==> config.mk <==
export PLATFORM = sky130hd
export DESIGN_NAME = memory_writeback_cc
export DESIGN_NICKNAME = d
export VERILOG_FILES = /design/src/rtl/memory_writeback_cc.sv
export SDC_FILE = /design/constraint.sdc
export NUM_CORES = 1
export LEC_CHECK = 0
export CAP_MARGIN = 20
export CORE_MARGIN = 5
export CORE_UTILIZATION = 30
export CTS_BUF_LIST = sky130_fd_sc_hd__clkbuf_4
export DETAILED_ROUTE_END_ITERATION = 16
export GPL_ROUTABILITY_DRIVEN = 0
export PLACE_DENSITY = 0.71
export REMOVE_ABC_BUFFERS = 1
export SLEW_MARGIN = 20
export SYNTH_ARGS = -nofsm -noshare
export SYNTH_HDL_FRONTEND = slang
export SYNTH_SLANG_ARGS = --single-unit
==> constraint.sdc <==
create_clock -name clk -period 2.1 [get_ports clk]
set_input_delay 0.315 -clock clk [delete_from_list [all_inputs] [get_ports clk]]
set_output_delay 0.315 -clock clk [all_outputs]
set_load 0.02 [all_outputs]
==> src/rtl/memory_writeback_cc.sv <==
// Memory + writeback end of the 5-stage RISC-V pipeline: word-wide req/ack data-memory
// access with stall and timeout abort, followed by the MEM/WB register feeding the register file.
module memory_writeback_cc #(
  parameter int TIMEOUT = 16
) (
  input  logic        clk,
  input  logic        rst,
  input  logic        RegWriteM,
  input  logic        ResultSrcM,
  input  logic        MemWriteM,
  input  logic [4:0]  RDM,
  input  logic [31:0] ALUResultM,
  input  logic [31:0] WriteDataM,
  output logic        StallM,
  output logic        dmem_req,
  output logic        dmem_we,
  output logic [31:0] dmem_addr,
  output logic [31:0] dmem_wdata,
  input  logic        dmem_ack,
  input  logic [31:0] dmem_rdata,
  output logic        RegWriteW,
  output logic [4:0]  RDW,
  output logic [31:0] ResultW,
  output logic        mem_err
);

  localparam int CW = $clog2(TIMEOUT + 2);
  localparam logic [CW-1:0] CNT_MAX = CW'(TIMEOUT);
  localparam logic [CW-1:0] CNT_ONE = CW'(1);
  localparam logic [CW-1:0] CNT_ZERO = CW'(0);
  localparam logic TO_EN = (TIMEOUT != 0);

  typedef enum logic [0:0] {IDLE = 1'b0, WAIT = 1'b1} state_t;

  state_t        state_r;
  logic [CW-1:0] cnt_r;
  logic          mem_err_r;
  logic          reg_write_w_r;
  logic [4:0]    rd_w_r;
  logic          result_src_w_r;
  logic [31:0]   alu_result_w_r;
  logic [31:0]   read_data_w_r;

  logic memop_s, req_s, ack_s, abort_s, stall_s;

  // Request, accepted-ack, timeout abort and stall decode; reset masks the request at once.
  always_comb begin
    memop_s = MemWriteM | ResultSrcM;
    req_s   = 1'b0;
    abort_s = 1'b0;
    if (rst) begin
      if (state_r == WAIT) begin
        req_s   = 1'b1;
        abort_s = TO_EN & ~dmem_ack & (cnt_r == CNT_MAX);
      end else begin
        req_s   = memop_s;
        abort_s = 1'b0;
      end
    end else begin
      req_s   = 1'b0;
      abort_s = 1'b0;
    end
    ack_s   = req_s & dmem_ack;
    stall_s = req_s & ~dmem_ack & ~abort_s;
  end

  // Access FSM with wait counter and sticky timeout flag.
  always_ff @(posedge clk) begin
    if (!rst) begin
      state_r   <= IDLE;
      cnt_r     <= CNT_ZERO;
      mem_err_r <= 1'b0;
    end else begin
      case (state_r)
        IDLE: begin
          if (memop_s && !dmem_ack) begin
            state_r <= WAIT;
            cnt_r   <= CNT_ONE;
          end else begin
            state_r <= IDLE;
            cnt_r   <= CNT_ZERO;
          end
        end
        WAIT: begin
          if (dmem_ack) begin
            state_r <= IDLE;
            cnt_r   <= CNT_ZERO;
          end else if (abort_s) begin
            state_r   <= IDLE;
            cnt_r     <= CNT_ZERO;
            mem_err_r <= 1'b1;
          end else begin
            cnt_r <= cnt_r + CNT_ONE;
          end
        end
        default: begin
          state_r <= IDLE;
          cnt_r   <= CNT_ZERO;
        end
      endcase
    end
  end

  // MEM/WB register: a stall inserts a bubble, an aborted load never writes rd.
  always_ff @(posedge clk) begin
    if (!rst) begin
      reg_write_w_r  <= 1'b0;
      rd_w_r         <= 5'd0;
      result_src_w_r <= 1'b0;
      alu_result_w_r <= 32'd0;
      read_data_w_r  <= 32'd0;
    end else if (stall_s) begin
      reg_write_w_r <= 1'b0;
    end else begin
      reg_write_w_r  <= RegWriteM & (RDM != 5'd0) & ~(abort_s & ResultSrcM);
      rd_w_r         <= RDM;
      result_src_w_r <= ResultSrcM;
      alu_result_w_r <= ALUResultM;
      if (ack_s) begin
        read_data_w_r <= dmem_rdata;
      end else begin
        read_data_w_r <= read_data_w_r;
      end
    end
  end

  assign dmem_req   = req_s;
  assign dmem_we    = MemWriteM;
  assign dmem_addr  = {ALUResultM[31:2], 2'b00};
  assign dmem_wdata = WriteDataM;
  assign StallM     = stall_s;
  assign mem_err    = mem_err_r;
  assign RegWriteW  = reg_write_w_r;
  assign RDW        = rd_w_r;
  assign ResultW    = result_src_w_r ? read_data_w_r : alu_result_w_r;

endmodule

==> results of run 1 <==
==> state kept, by name, summed over array words and instances (netlist names) <==
register	count
RDW	5
RegWriteW	1
alu_result_w_r	32
cnt_r	5
mem_err	1
read_data_w_r	32
result_src_w_r	1
state_r	1
==> power by group <==
group	internal, mW	leakage (nW)	switching, mW
sequential	1.59	0.647	0.0416
combinational	0.366	1.55	0.391
clock	0.345	0.0727	0.490
total	2.30	2.27	0.922
==> worst min-delay path, stage by stage <==
cell and delay (ns):
buf_2 0.14, nand2b_1 0.12, buf_4 0.11, nor2_1 0.03
==> worst min-delay path by stage <==
stage	start	slack, ns	end
3_3_place_gp	read_data_w_r[8]	0.44	read_data_w_r[8]
2_1_floorplan	ResultSrcM	0.40	RegWriteW
4_1_cts	rst	0.23	cnt_r[0]
3_5_place_dp	read_data_w_r[17]	0.44	read_data_w_r[17]
6_report	rst	0.32	cnt_r[0]
5_1_grt	rst	0.29	cnt_r[0]
==> cells in the mapped netlist (2+ instances only) <==
cell type and number:
buf_12 4, buf_2 2, buf_4 65, clkbuf_1 20
dfxtp_1 78, ha_1 2, inv_1 41, inv_2 2
mux2i_1 38, nand2_1 134, nand2b_1 2, nand3_1 2
nor2_1 6, o21ai_0 53, o21ai_1 11, xor2_1 2
==> cell type report <==
| class | count | share of cell area [%] |
|---|---|---|
| clock buffer | 9 | 1.335 |
| clock inverter | 6 | 1.063 |
| inverter | 43 | 3.239 |
| tap | 172 | 4.252 |
| timing repair buffer | 159 | 30.73 |
| multi-input combinational | 266 | 28.43 |
| sequential | 78 | 30.95 |
==> placed cells by master (no fill, tap or decap), drive strengths merged, types with 5 or more instances in the layout <==
master	count
mux2i	38
clkbuf	9
o21ai	64
dfxtp	78
nand2	134
clkinv	5
dlygate4sd2	32
buf	15
inv	43
nor2	6
clkdlybuf4s50	111
==> metrics by stage <==
step | hold WS, ns | util [%] | instances | total power, mW
final | 0.3194 | 40.43 | 733 | 3.219
after global placement | 0.4351 | 39.46 | 716 | 2.453
after global routing | 0.2880 | 40.43 | 733 | 3.430
after CTS | 0.2314 | 40.14 | 731 | 3.295
after floorplan | 0.4048 | - | 387 | 1.959
after detailed placement | 0.4407 | 39.46 | 716 | 2.468
==> metal layers <==
| layer | share of wire, % | routed length, um |
|---|---|---|
| met1 | 44 | 4570 |
| met2 | 44 | 4530 |
| met3 | 11 | 1092 |
| met4 | 1.6 | 168 |
| met5 | 0 | 0 |
==> kinds of logic after synthesis <==
kind of cell | after synthesis | synth area share, %
xor+xnor | 3 | 0.6907
mux | 38 | 9.997
compound gates | 70 | 9.865
buf+inv | 135 | 21.70
fa+ha+maj | 2 | 0.6576
other cells | 1 | 0.09856
simple gates | 151 | 15.95
flops | 78 | 41.04
==> timing repair <==
action,in CTS,in global routing
resized for setup,40,6
pin swaps,0,1
endpoints found under the setup margin,33,2
cloned,0,0
setup buffers,0,2
==> results by group, run 1 <==
Worst setup path
  – Worst setup EP type: output pin
  – Critical path class: reg2out
  – Crit path cell chain: inv_1 > ha_2 > and4bb_4 > a211o_4 > inv_4 > buf_6
  – Worst-path fanout max: 3
  – R2R cell count: 6
  – Req. time, crit path: 1.78 ns
  – Startpoint types: register
  – CP Data Arrival Time: 1.68 ns
  – CP Launch Point: cnt_r[0]
  – CP Depth: 6
  – R2r setup slk: 0.24 ns
  – Worst R2R End: alu_result_w_r[18]
  – Crit path buf inv count: 3
  – Largest stage delay on the critical path: 0.34 ns
  – Reg-to-Reg Start: cnt_r[0]
  – Capture point of the critical path: StallM
  – Family with the most delay on the worst path: flip-flops
  – Critical-path top delay cell: dfxtp_2

Floorplan
  – Initial Utilization: between 30% and 40%
  – DIE AREA: between 0.015 and 0.02 mm2
  – Core Area: approximately 0.013 mm2
  – Die Ht: 122.6 um
  – Die width: approximately 120 um
  – Cell Rows: 41
  – # IOs: 213

STA
  – Final Hold Fails: 0
  – Setup Skew: 0.01406 ns
  – Final Cycle Share: 94.89%
  – Final number of max-transition violations: 0
  – Fin crit period: approximately 2 ns
  – Final setup viols: 0
  – Final worst slack: 0.1073 ns
  – Max Freq: around 500 MHz
  – Setup TNS: 0 ns
  – Slew Limit Headroom: 53.27%
  – Unrepaired setup endpoints after global routing: no
  – Least-Margin Pin Slew: 0.7009 ns

Pwr
  – PD cells: 636.0 mW/mm2
  – Peak supply drop: 0.2688 mV
  – Total leakage power: 2.274 nW

Placement
  – IO buf count: 146
  – Placed cell area: 0.004940 mm2
  – Pre-CTS setup slack: -0.1145 ns
  – Sum of net half-perimeters after detailed placement: 7714 um

Clock network
  – Worst-skew pair later-pin latency: 0.42 ns
  – Clock transition at path regs: 0.12 ns
  – CTS buffer count: 9
  – Clk sinks: 78
  – H-tree levels: 3
  – Root Driver: clkbuf_4
  – Cts-stage hold buffer count: 0
  – CTS tree: yes
  – CTS max path bufs: 2

Synthesis
  – Yosys top cell area share: 41.04%
  – Post-synth EDFFs: 0
  – Yosys reg bits: between 70 and 80
  – Synthesis Warnings: 0
  – Synth area leaders: dfxtp_1 (41%), nand2_1 (13%), buf_4 (13%), mux2i_1 (10%), o21ai_0 (7.0%)
  – Cells after Synth: around 480
  – Biggest area consumer among synthesized cells: dfxtp_1
  – Most used DFF post-synth: dfxtp_1
  – Count of cell types in the netlist: 32
  – Asr flop ratio synth: 0%
  – Mean Syn Cell Area: roughly 8 um2
  – Seq/Total Area, Yosys: 41.04%
  – Mapped cell area: 0.003805 mm2

Layout
  – Seq. cell area: ~0.0016 mm2
  – Ant diodes: 0
  – Footprint of the multi-input gates: 0.001439 mm2
  – Area Growth Syn to Fin: 33.02%
  – Post-Layout Inst Area: 0.005061 mm2
  – Fin nets: 666
  – Filler cells: 1292
  – Share of layout cells above drive strength 1: 7.308%

GRT
  – Global Route met1 Usage: 17.10%
  – Largest net degree at the start of global routing: between 70 and 80
  – Met3 Use GR: around 8%
  – Number of global-route vias before repair: 3174
  – Grt total ovfl: 0
  – First-pass GRT wire length: 15980 um
  – Initial antenna violation count: 0
  – Most Used Layer, Global Route: met2
  – GR Util met2: between 20% and 30%
  – GR Util All Layers: 14.06%

Detailed routing
  – Detail Route Antenna Nets: 0
  – TritonRoute pass-1 iters: 4
  – DR DRC count: 0
  – Post-DR vias/cell: around 4.3
  – DRT Wirelength: a little over 10000 um
  – Routed length per instance: ~14 um
  – DRT iter0 DRCs: 106
  – Via Count: about 3200

Run
  – # Max-Cap Violations: 0

Worst hold path
  – Hold Path Depth: 4
  – Worst Hold Class: in2reg

Status
  – Status: complete, no violations
Note: power is estimated with default switching activity, not from simulation.
==> run 2: changes to the inputs <==
--- a/config.mk
+++ b/config.mk
@@ -17,3 +17,4 @@
 export SYNTH_ARGS = -nofsm -noshare
 export SYNTH_HDL_FRONTEND = slang
 export SYNTH_SLANG_ARGS = --single-unit
+export TNS_END_PERCENT = 10
==> results of run 2 <==
No change in the layout: final DEF, timing and power equal those of run 1.
